==> src/rtl/vcve2_pkg.sv <==
// Shared types and helpers for the vector integer add/sub path of the vector-extended cve2 core.
package vcve2_pkg;

    typedef enum logic [1:0] {
        SEW8  = 2'b00,
        SEW16 = 2'b01,
        SEW32 = 2'b10
    } sew_e;

    typedef enum logic [1:0] {
        IDLE  = 2'b00,
        RUN   = 2'b01,
        DRAIN = 2'b10,
        DONE  = 2'b11
    } vadd_state_e;

    localparam logic [1:0] SEW_ILLEGAL = 2'b11;
    localparam int         LANE_BITS   = 8;

    // Elements packed into one 32-bit word for a given element width.
    function automatic logic [2:0] epw_f(sew_e sew);
        case (sew)
            SEW8:    epw_f = 3'd4;
            SEW16:   epw_f = 3'd2;
            default: epw_f = 3'd1;
        endcase
    endfunction

endpackage

==> src/rtl/vcve2_fracturable_adder.sv <==
// Byte-sliced adder whose carry chain breaks at element boundaries; bit 0 of the operands
// carries the word-level carry-in, lane starts above byte 0 inject is_sub directly.
module vcve2_fracturable_adder
    import vcve2_pkg::*;
#(
    parameter int PIPE_WIDTH = 32
) (
    input  logic [PIPE_WIDTH:0]   i_op_a,
    input  logic [PIPE_WIDTH:0]   i_op_b,
    input  sew_e                  i_sew,
    input  logic                  i_is_sub,
    output logic [PIPE_WIDTH+1:0] o_result
);

    localparam int NUM_LANES = PIPE_WIDTH / LANE_BITS;

    function automatic logic lane_start_f(sew_e sew, int lane);
        case (sew)
            SEW8:    lane_start_f = (lane != 0);
            SEW16:   lane_start_f = (lane != 0) && ((lane % 2) == 0);
            default: lane_start_f = (lane != 0) && ((lane % 4) == 0);
        endcase
    endfunction

    always_comb begin
        logic [NUM_LANES:0] carry;
        logic [8:0]         lane_sum;
        logic               cin;
        carry       = '0;
        lane_sum    = '0;
        cin         = 1'b0;
        o_result    = '0;
        o_result[0] = i_op_a[0] ^ i_op_b[0];
        carry[0]    = i_op_a[0] & i_op_b[0];
        for (int k = 0; k < NUM_LANES; k++) begin
            cin = lane_start_f(i_sew, k) ? i_is_sub : carry[k];
            lane_sum = {1'b0, i_op_a[LANE_BITS*k+1 +: LANE_BITS]}
                     + {1'b0, i_op_b[LANE_BITS*k+1 +: LANE_BITS]}
                     + {8'b0, cin};
            o_result[LANE_BITS*k+1 +: LANE_BITS] = lane_sum[7:0];
            carry[k+1] = lane_sum[8];
        end
        o_result[PIPE_WIDTH+1] = carry[NUM_LANES];
    end

endmodule

==> src/rtl/vcve2_vadd_sequencer.sv <==
// vadd.vv / vsub.vv sequencer: accepts a command, streams packed source word pairs through
// the fracturable adder and returns packed results on a registered valid/ready stream.
//
// state | meaning
// IDLE  | waiting for start_i
// RUN   | accepting source beats until every element has been issued
// DRAIN | last result beat waiting in the output register
// DONE  | one-cycle completion pulse
module vcve2_vadd_sequencer
    import vcve2_pkg::*;
#(
    parameter int VL_WIDTH = 8
) (
    input  logic                clk_i,
    input  logic                rst_i,
    input  logic                start_i,
    input  logic [VL_WIDTH-1:0] vl_i,
    input  logic [1:0]          sew_i,
    input  logic                is_sub_i,
    input  logic                kill_i,
    input  logic                in_valid_i,
    output logic                in_ready_o,
    input  logic [31:0]         in_a_i,
    input  logic [31:0]         in_b_i,
    output logic                out_valid_o,
    input  logic                out_ready_i,
    output logic [31:0]         out_data_o,
    output logic [3:0]          out_be_o,
    output logic                busy_o,
    output logic                done_o,
    output logic                err_o
);

    vadd_state_e         r_state;
    vadd_state_e         w_state_next;
    sew_e                r_sew;
    logic                r_is_sub;
    logic [VL_WIDTH-1:0] r_rem;
    logic                r_out_valid;
    logic [31:0]         r_out_data;
    logic [3:0]          r_out_be;
    logic                r_err;

    logic                w_in_ready;
    logic                w_busy;
    logic                w_done;
    logic                w_in_hs;
    logic                w_out_hs;
    logic                w_start_ok;
    logic [VL_WIDTH-1:0] w_epw;
    logic [VL_WIDTH-1:0] w_take;
    logic [VL_WIDTH-1:0] w_rem_next;
    logic                w_tail;
    logic [3:0]          w_be;
    logic [32:0]         w_op_a;
    logic [32:0]         w_op_b;
    logic [33:0]         w_sum;
    logic                w_unused_sum_bits;

    // Tail beat: only the low r elements of the word are active.
    function automatic logic [3:0] tail_be_f(sew_e sew, logic [1:0] r);
        case (sew)
            SEW8:    tail_be_f = (4'b0001 << r) - 4'b0001;
            SEW16:   tail_be_f = 4'b0011;
            default: tail_be_f = 4'b1111;
        endcase
    endfunction

    assign w_epw      = VL_WIDTH'(epw_f(r_sew));
    assign w_tail     = (r_rem < w_epw);
    assign w_take     = w_tail ? r_rem : w_epw;
    assign w_rem_next = r_rem - w_take;
    assign w_be       = w_tail ? tail_be_f(r_sew, r_rem[1:0]) : 4'b1111;

    assign w_in_hs    = in_valid_i & w_in_ready;
    assign w_out_hs   = r_out_valid & out_ready_i;
    assign w_start_ok = start_i & (r_state == IDLE) & ~kill_i & (sew_i != SEW_ILLEGAL);

    assign w_op_a = {in_a_i, 1'b1};
    assign w_op_b = r_is_sub ? {~in_b_i, 1'b1} : {in_b_i, 1'b0};

    vcve2_fracturable_adder #(
        .PIPE_WIDTH (32)
    ) u_adder (
        .i_op_a   (w_op_a),
        .i_op_b   (w_op_b),
        .i_sew    (r_sew),
        .i_is_sub (r_is_sub),
        .o_result (w_sum)
    );

    assign w_unused_sum_bits = w_sum[33] ^ w_sum[0];

    always_ff @(posedge clk_i) begin
        if (rst_i) begin
            r_state <= IDLE;
        end else begin
            r_state <= w_state_next;
        end
    end

    always_comb begin
        w_state_next = r_state;
        case (r_state)
            IDLE: begin
                if (start_i && (sew_i != SEW_ILLEGAL)) begin
                    w_state_next = (vl_i == '0) ? DONE : RUN;
                end
            end
            RUN: begin
                if (w_in_hs && (w_rem_next == '0)) begin
                    w_state_next = DRAIN;
                end
            end
            DRAIN: begin
                if (w_out_hs) begin
                    w_state_next = DONE;
                end
            end
            default: w_state_next = IDLE;
        endcase
        if (kill_i) begin
            w_state_next = IDLE;
        end
    end

    always_comb begin
        w_in_ready = 1'b0;
        w_busy     = (r_state != IDLE);
        w_done     = (r_state == DONE);
        if (r_state == RUN) begin
            w_in_ready = ~r_out_valid | out_ready_i;
        end
    end

    // Output register reloads on every accepted beat, which also covers a simultaneous drain.
    always_ff @(posedge clk_i) begin
        if (rst_i) begin
            r_sew       <= SEW8;
            r_is_sub    <= 1'b0;
            r_rem       <= '0;
            r_out_valid <= 1'b0;
            r_out_data  <= '0;
            r_out_be    <= '0;
            r_err       <= 1'b0;
        end else if (kill_i) begin
            r_rem       <= '0;
            r_out_valid <= 1'b0;
            r_err       <= 1'b0;
        end else begin
            r_err <= start_i & (r_state == IDLE) & (sew_i == SEW_ILLEGAL);
            if (w_start_ok) begin
                r_sew    <= sew_e'(sew_i);
                r_is_sub <= is_sub_i;
                r_rem    <= vl_i;
            end else if (w_in_hs) begin
                r_rem <= w_rem_next;
            end
            if (w_in_hs) begin
                r_out_valid <= 1'b1;
                r_out_data  <= w_sum[32:1];
                r_out_be    <= w_be;
            end else if (w_out_hs) begin
                r_out_valid <= 1'b0;
            end
        end
    end

    assign in_ready_o  = w_in_ready;
    assign out_valid_o = r_out_valid;
    assign out_data_o  = r_out_data;
    assign out_be_o    = r_out_be;
    assign busy_o      = w_busy;
    assign done_o      = w_done;
    assign err_o       = r_err;

endmodule

==> config.mk <==
export PLATFORM = sky130hd
export DESIGN_NAME = vcve2_vadd_sequencer
export DESIGN_NICKNAME = d
export VERILOG_FILES = /design/src/rtl/vcve2_pkg.sv /design/src/rtl/vcve2_fracturable_adder.sv /design/src/rtl/vcve2_vadd_sequencer.sv
export SDC_FILE = /design/constraint.sdc
export NUM_CORES = 1
export LEC_CHECK = 0
export CAP_MARGIN = 15
export CORE_MARGIN = 8
export CORE_UTILIZATION = 40
export DETAILED_ROUTE_END_ITERATION = 6
export GPL_ROUTABILITY_DRIVEN = 1
export GPL_TIMING_DRIVEN = 1
export PLACE_DENSITY = 0.68
export SLEW_MARGIN = 15
export SYNTH_ARGS = -nofsm -noshare
export SYNTH_HDL_FRONTEND = slang
export SYNTH_HIERARCHICAL = 1
export SYNTH_SLANG_ARGS = --single-unit
==> constraint.sdc <==
create_clock -name clk_i -period 8.9 [get_ports clk_i]
set_input_delay 0.89 -clock clk_i [delete_from_list [all_inputs] [get_ports clk_i]]
set_output_delay 0.89 -clock clk_i [all_outputs]
set_load 0.05 [all_outputs]
==> impl_metrics.env, run 1 <==
export IMPL_outcome="finished, final reports clean"
export IMPL_place_congestion=0.871
export IMPL_slowest_stage="fa_1"
export IMPL_via_count=3473
export IMPL_die_w_um=113
export IMPL_cpMostUsedCell="fa_1"
export IMPL_crit_type="in -> reg"
export IMPL_finalHoldViolations=0
export IMPL_avgSynthCellArea_um2=8.14
export IMPL_cts_htree_levels=2
export IMPL_start_kind="input pin"
export IMPL_multiInputGateArea_um2=2610
export IMPL_nFillCells=846
export IMPL_crit_required_ps=9150
export IMPL_syn_nets=590
export IMPL_worst_pin_slew_ps=929
export IMPL_ant_nets=0
export IMPL_syn_area_um2=3760
export IMPL_vias_per_cell=5.07
export IMPL_routed_wl_um=10400
export IMPL_fmax_mhz=132
export IMPL_setup_violations=0
export IMPL_worst_hold_path_type="reg -> reg"
export IMPL_cts_buffers=5
export IMPL_coreArea_um2=9200
export IMPL_die_area_um2=12800
export IMPL_chipHeight_um=113
export IMPL_diodes=0
export IMPL_critPathArrivalTime_ps=7850
export IMPL_peakVddDrop_uv=68.9
export IMPL_clkSinkCount=51
export IMPL_leakage_nw=2.07
export IMPL_antenna_found_initial=0
export IMPL_rsz0062_at_grt="no"
export IMPL_worstSetupEndpointType="register"
export IMPL_p_per_area_nw_per_um2=124
export IMPL_cp_depth=30
export IMPL_wl_per_cell_um=15.2
export IMPL_nNetsFinal=701
export IMPL_cts_buffer_depth=2
export IMPL_ys_warn_count=6
export IMPL_cp_slowest_stage_delay_ps=470
export IMPL_drt_iter0_drc=116
export IMPL_slew_headroom_pct=37.9
export IMPL_synth_cells=462
export IMPL_skew_ps=12.7
export IMPL_cts_tree="yes"
export IMPL_maxCapViolCount=0
export IMPL_clk_pin_slew_worst_paths_ps=110
export IMPL_pin_count=122
export IMPL_slew_violations=0
export IMPL_worstPathMaxFanout=2
export IMPL_post_route_drc_count=0
export IMPL_final_min_clock_period_ps=7600
export IMPL_place_port_buffers=121
export IMPL_overflow=0
export IMPL_synthToLayoutAreaGrowth_pct=37.2
export IMPL_final_seq_area_um2=1020
export IMPL_reg2regPathDepth=29
export IMPL_cts_resized=0
export IMPL_initial_core_util_pct=40.9
export IMPL_fin_crit_sh_pct=85.4
export IMPL_mostFrequentLayoutCells="clkdlybuf4s50_1, nand2_1, a21oi_1"
export IMPL_ff2ff_setup_slack_ps=1880
export IMPL_cp_num_buf_inv=1
export IMPL_grt_max_degree=42
export IMPL_fin_setup_tns_ps=0
export IMPL_mostFrequentLayoutCell="clkdlybuf4s50_1"
export IMPL_placed_cells=677
export IMPL_layout_cells_non_filler=685
export IMPL_dr_pass1_iters=4
export IMPL_rows=35
export IMPL_track_usage_pct=16.3
export IMPL_drive_above_1_share_pct=3.66
export IMPL_grt_pass1_vias=3593
export IMPL_hpwlAfterDp_um=8310
export IMPL_cts_root_buffer="clkbuf_8"
export IMPL_whs_path_depth=2
export IMPL_hold_buffers=0
export IMPL_clkLatencyLatePin_ps=310
export IMPL_cts_setup_buffers=0
export IMPL_crit_family="adder cells"
export IMPL_grt_pass1_wl_um=17300
-- worst register-to-register path: cells and delay by family, from the launching register on --
kind,cells,cell delay (ps)
compound gates,15,2820
xor+xnor,2,360
fa+ha+maj,7,2590
buf+inv,1,450
flops,1,370
simple gates,4,370
-- layer usage --
metal / GRT usage [%] / vias up / share of wire [%]
met2: 28.7 / 94 / 48
met4: 3.11 / 0 / 0.77
met3: 4.26 / 7 / 5.6
met5: 0 / - / 0
met1: 19.7 / 1588 / 46
li1: - / 1784 / -
-- sequential cells by signal (all words and copies together), names as in the netlist --
register / count
r_state: 2
out_valid_o: 1
r_rem: 8
r_sew: 2
out_be_o: 4
err_o: 1
out_data_o: 32
r_is_sub: 1
-- per-stage QoR --
stage | hold WS (ps) | worst slack (ps) | util [%] | power [mW] | area [um2]
6_report | 460 | 1300 | 56.1 | 0.641 | 5160
5_1_grt | 490 | 632 | 56.1 | 0.687 | 5160
4_1_cts | 463 | 1270 | 56.1 | 0.647 | 5160
3_5_place_dp | 449 | 967 | 55.1 | 0.501 | 5060
3_3_place_gp | 443 | 1130 | 55.1 | 0.497 | 5060
2_1_floorplan | 471 | 1990 | - | 0.417 | 3760
-- final timing paths --
kind / startpoint / end
hold / removal: out_data_o[16] / out_data_o[16]
hold reg to reg: out_data_o[16] / out_data_o[16]
setup / recovery: in_b_i[0] / out_data_o[30]
setup reg to reg: r_is_sub / out_data_o[30]
-- power breakdown --
group	internal (mW)	leakage, nW	switching (mW)
registers	0.235	0.413	0.00575
clock network	0.0585	0.0467	0.0870
logic	0.121	1.61	0.135
total	0.414	2.07	0.228
-- layout make-up --
cell class | instances | area share, %
clock buffers | 5 | 1.33
clock inverters | 3 | 0.533
inverters | 17 | 1.24
multi-input cells | 375 | 50.6
flip-flops and latches | 51 | 19.8
well taps | 111 | 2.69
repair buffers | 123 | 23.8
(Power assumes the default switching activity.)
==> run 2: changes to the inputs <==
--- a/config.mk
+++ b/config.mk
@@ -6,12 +6,13 @@
 export NUM_CORES = 1
 export LEC_CHECK = 0
 export CAP_MARGIN = 15
+export CORE_ASPECT_RATIO = 0.6
 export CORE_MARGIN = 8
-export CORE_UTILIZATION = 40
+export CORE_UTILIZATION = 47
 export DETAILED_ROUTE_END_ITERATION = 6
 export GPL_ROUTABILITY_DRIVEN = 1
 export GPL_TIMING_DRIVEN = 1
-export PLACE_DENSITY = 0.68
+export PLACE_DENSITY = 0.78
 export SLEW_MARGIN = 15
 export SYNTH_ARGS = -nofsm -noshare
 export SYNTH_HDL_FRONTEND = slang
==> impl_metrics.env, run 2 (same netlist as run 1, synthesis figures left out) <==
export IMPL_outcome="finished, final reports clean"
export IMPL_drive_above_1_share_pct=3.66
export IMPL_overflow=0
export IMPL_rows=25
export IMPL_critPathArrivalTime_ps=8200
export IMPL_place_port_buffers=121
export IMPL_setup_violations=0
export IMPL_slowest_stage="fa_1"
export IMPL_maxCapViolCount=0
export IMPL_fin_crit_sh_pct=89.8
export IMPL_internal_power_mw=0.475
export IMPL_p_clk_share_pct=28.9
export IMPL_drt_iter0_drc=290
export IMPL_crit_type="in -> reg"
export IMPL_switching_power_mw=0.228
export IMPL_post_route_drc_count=0
export IMPL_grt_pass1_wl_um=17700
export IMPL_clkSinkCount=51
export IMPL_cts_setup_buffers=0
export IMPL_worst_hold_path_type="reg -> reg"
export IMPL_leakage_nw=2.09
export IMPL_rsz0062_at_grt="no"
export IMPL_power_mw=0.703
export IMPL_fmax_mhz=125
export IMPL_dpl_cell_area_um2=5050
export IMPL_synthToLayoutAreaGrowth_pct=38.5
export IMPL_via_count=3635
export IMPL_utilization_pct=66.6
export IMPL_largest_reg_flops=32
export IMPL_die_w_um=131
export IMPL_pre_cts_ws_ps=821
export IMPL_cp_num_buf_inv=1
export IMPL_grt_pass1_vias=3570
export IMPL_routed_wl_um=11000
export IMPL_initial_core_util_pct=48.1
export IMPL_nNetsFinal=700
export IMPL_p_comb_share_pct=36.8
export IMPL_mostFrequentLayoutCells="clkdlybuf4s50_1, nand2_1, a21oi_1"
export IMPL_final_area_um2=5210
export IMPL_pin_count=122
export IMPL_place_congestion=0.875
export IMPL_start_kind="input pin"
export IMPL_cts_resized=0
export IMPL_fin_setup_tns_ps=0
export IMPL_cts_buffers=5
export IMPL_slew_headroom_pct=37.3
export IMPL_cts_htree_levels=2
export IMPL_dr_pass1_iters=6
export IMPL_hold_buffers=0
export IMPL_track_usage_pct=19.0
export IMPL_final_min_clock_period_ps=7990
export IMPL_crit_required_ps=9110
export IMPL_ant_nets=0
export IMPL_worstSetupEndpointType="register"
export IMPL_peakVddDrop_uv=130
export IMPL_clk_pin_slew_worst_paths_ps=70
export IMPL_skew_ps=5.99
export IMPL_clkLatencyLatePin_ps=280
export IMPL_mostFrequentLayoutCell="clkdlybuf4s50_1"
export IMPL_diodes=0
export IMPL_cp_slowest_stage_delay_ps=450
export IMPL_worst_pin_slew_ps=938
export IMPL_slew_violations=0
export IMPL_grt_max_degree=42
export IMPL_swShare_pct=32.5
export IMPL_power_frac_seq_pct=34.3
export IMPL_cts_root_buffer="clkbuf_16"
export IMPL_die_area_um2=11200
export IMPL_cpMostUsedCell="fa_1"
export IMPL_chipHeight_um=85.3
export IMPL_worstPathMaxFanout=2
export IMPL_p_per_area_nw_per_um2=135
export IMPL_cts_tree="yes"
export IMPL_finalHoldViolations=0
export IMPL_wl_per_cell_um=16.2
export IMPL_coreArea_um2=7820
export IMPL_nFillCells=636
export IMPL_vias_per_cell=5.34
export IMPL_antenna_found_initial=0
export IMPL_crit_family="compound AO/OA/AOI/OAI gates"
export IMPL_hpwlAfterDp_um=8690
export IMPL_cts_buffer_depth=2
export IMPL_setup_ws_ps=911
[run 2: layout make-up]
type / instances / area [um2] / area share, %
clock buffer: 7 / 153 / 2.93
clock inverter: 1 / 7.51 / 0.144
inverter: 17 / 63.8 / 1.23
multi-input combinational: 375 / 2610 / 50.2
sequential: 51 / 1020 / 19.6
tap: 108 / 135 / 2.59
timing repair buffer: 122 / 1210 / 23.3
[run 2: stage by stage]
step	cells	hold WS (ps)
after floorplan	462	471
after global placement	673	442
after detailed placement	673	448
after CTS	681	457
after global routing	681	482
final	681	457
[run 2: power groups by stage]
stage	logic, mW	registers, mW	clock network, mW
5_1_grt	0.282	0.242	0.217
2_1_floorplan	0.159	0.258	0
3_3_place_gp	0.247	0.246	0
4_1_cts	0.256	0.241	0.207
3_5_place_dp	0.253	0.246	0
6_report	0.259	0.241	0.203
[run 2: layer usage]
| layer | GRT usage [%] | up-vias | wire length [um] |
|---|---|---|---|
| li1 | - | 1781 | - |
| met1 | 24.9 | 1677 | 5000 |
| met2 | 30.7 | 163 | 4890 |
| met3 | 5.31 | 14 | 1020 |
| met4 | 3.32 | 0 | 121 |
| met5 | 0 | - | 0 |
[run 2: worst min-delay path, stage by stage, from the launching register on]
cell	delay, ps
dfxtp_1	310
nand2_1	50
a21oi_1	50
[run 2: path summary, 6_finish.rpt]
path | startpoint | to | slack, ps | cells past startpoint
min | out_data_o[15] | out_data_o[15] | 460 | 2
max reg2reg | r_is_sub | out_data_o[30] | 1380 | 29
max | in_b_i[0] | out_data_o[30] | 910 | 30
min reg2reg | out_data_o[15] | out_data_o[15] | 460 | 2
==> run 3: changes to the inputs <==
--- a/config.mk
+++ b/config.mk
@@ -7,7 +7,6 @@
 export LEC_CHECK = 0
 export CAP_MARGIN = 15
 export CORE_ASPECT_RATIO = 0.6
-export CORE_MARGIN = 8
 export CORE_UTILIZATION = 47
 export DETAILED_ROUTE_END_ITERATION = 6
 export GPL_ROUTABILITY_DRIVEN = 1
==> impl_metrics.env, run 3 (same netlist as run 1, synthesis figures left out) <==
export IMPL_placed_cells=669
export IMPL_clkSinkCount=51
export IMPL_cts_root_buffer="clkbuf_16"
export IMPL_fin_crit_sh_pct=88.1
export IMPL_final_seq_area_um2=1020
export IMPL_rows=24
export IMPL_diodes=0
export IMPL_nNetsFinal=700
export IMPL_track_usage_pct=25.8
export IMPL_cts_buffers=5
export IMPL_overflow=0
export IMPL_cts_buffer_depth=2
export IMPL_final_min_clock_period_ps=7840
export IMPL_critPathArrivalTime_ps=8050
export IMPL_layout_cells_non_filler=676
export IMPL_vias_per_cell=5.29
export IMPL_cp_slowest_stage_delay_ps=460
export IMPL_hold_buffers=0
export IMPL_mostFrequentLayoutCells="clkdlybuf4s50_1, nand2_1, a21oi_1"
export IMPL_ff2ff_setup_slack_ps=1560
export IMPL_grt_max_degree=42
export IMPL_mostFrequentLayoutCell="clkdlybuf4s50_1"
export IMPL_startpoint="in_b_i[0]"
export IMPL_drt_iter0_drc=218
export IMPL_hpwlAfterDp_um=8100
export IMPL_die_w_um=117
export IMPL_post_route_drc_count=0
export IMPL_worstPathMaxFanout=2
export IMPL_crit_end="out_data_o[30]"
export IMPL_slowest_stage="fa_1"
export IMPL_worst_pin_slew_ps=901
export IMPL_die_area_um2=8380
export IMPL_cts_tree="yes"
export IMPL_fmax_mhz=128
export IMPL_setup_violations=0
export IMPL_rsz0062_at_grt="no"
export IMPL_skew_ps=6.76
export IMPL_antenna_found_initial=0
export IMPL_synthToLayoutAreaGrowth_pct=38.3
export IMPL_leakage_nw=2.09
export IMPL_min_from="out_data_o[24]"
export IMPL_chipHeight_um=71.3
export IMPL_routed_wl_um=10400
export IMPL_multiInputGateArea_um2=2610
export IMPL_grt_pass1_wl_um=17200
export IMPL_clk_pin_slew_worst_paths_ps=60
export IMPL_reg2regPathDepth=29
export IMPL_reg2reg_from="r_is_sub"
export IMPL_finalHoldViolations=0
export IMPL_place_port_buffers=121
export IMPL_wl_per_cell_um=15.4
export IMPL_place_congestion=0.888
export IMPL_worst_hold_path_type="reg -> reg"
export IMPL_slew_violations=0
export IMPL_via_count=3576
export IMPL_start_kind="input pin"
export IMPL_nFillCells=631
export IMPL_slew_headroom_pct=39.8
export IMPL_fin_setup_tns_ps=0
export IMPL_worstSetupEndpointType="register"
export IMPL_ant_nets=0
export IMPL_outcome="finished, final reports clean"
export IMPL_cpMostUsedCell="fa_1"
export IMPL_p_per_area_nw_per_um2=137
export IMPL_crit_type="in -> reg"
export IMPL_cts_setup_buffers=0
export IMPL_largest_reg_flops=32
export IMPL_grt_pass1_vias=3519
export IMPL_pin_count=122
export IMPL_initial_core_util_pct=50.1
export IMPL_drive_above_1_share_pct=3.32
export IMPL_peakVddDrop_uv=84.5
export IMPL_cts_resized=0
export IMPL_cts_htree_levels=2
export IMPL_r2r_end="out_data_o[30]"
export IMPL_maxCapViolCount=0
export IMPL_clkLatencyLatePin_ps=290
export IMPL_crit_required_ps=9110
export IMPL_dr_pass1_iters=4
export IMPL_coreArea_um2=7510
==> run 3: changes by cell type in the layout (fill, tap and decap cells not counted), sizes merged <==
cell / change
clkbuf: -1
bufinv: +1
clkinvlp: -1
==> run 3: critical path: cells and delay by family <==
| family | cells | cell delay, ps |
|---|---|---|
| AO/OA/AOI/OAI | 15 | 3000 |
| adder cells (fa/ha/maj) | 8 | 3050 |
| XOR/XNOR | 2 | 310 |
| AND/OR/NAND/NOR | 4 | 380 |
| buffers and inverters | 1 | 410 |
==> run 3: layout make-up <==
cell class / instances / area share [%]
inverters: 17 / 1.23
flip-flops and latches: 51 / 19.7
multi-input cells: 375 / 50.2
well taps: 104 / 2.50
repair buffers: 122 / 23.3
clock inverters: 1 / 0.577
clock buffers: 6 / 2.48
==> run 3: where the power goes <==
group	switching [mW]	total, mW	leakage [nW]	internal [mW]
Sequential	0.00607	0.241	0.413	0.235
Combinational	0.141	0.262	1.60	0.121
Clock	0.0804	0.212	0.0769	0.131
Total	0.228	0.714	2.09	0.487
==> run 3: worst min path at each step <==
| stage | depth (start not counted) | endpoint |
|---|---|---|
| finish | 2 | out_data_o[24] |
| global route | 2 | out_data_o[27] |
| CTS | 2 | out_data_o[14] |
| detailed placement | 2 | out_data_o[3] |
| global placement | 2 | out_data_o[25] |
| floorplan | 2 | r_state[1] |
==> run 3: metal layers <==
metal  GRT usage [%]  part of all wire (%)  vias to the layer above
li1                -                     -                     1788
met1            34.6                    48                     1663
met2            42.8                    44                      114
met3            6.13                   6.8                       11
met4            5.70                  0.96                        0
met5               0                     0                        -
==> run 3: per-stage QoR <==
stage          utilization (%)  instance area, um2  hold WS, ps  setup slack, ps  power, mW
6_report                  69.3                5200          452             1060      0.714
5_1_grt                   69.3                5200          475              517      0.750
4_1_cts                   69.3                5200          455             1140      0.714
3_5_place_dp              67.2                5040          446              895      0.502
3_3_place_gp              67.2                5040          442             1080      0.493
2_1_floorplan                -                3760          471             1990      0.417
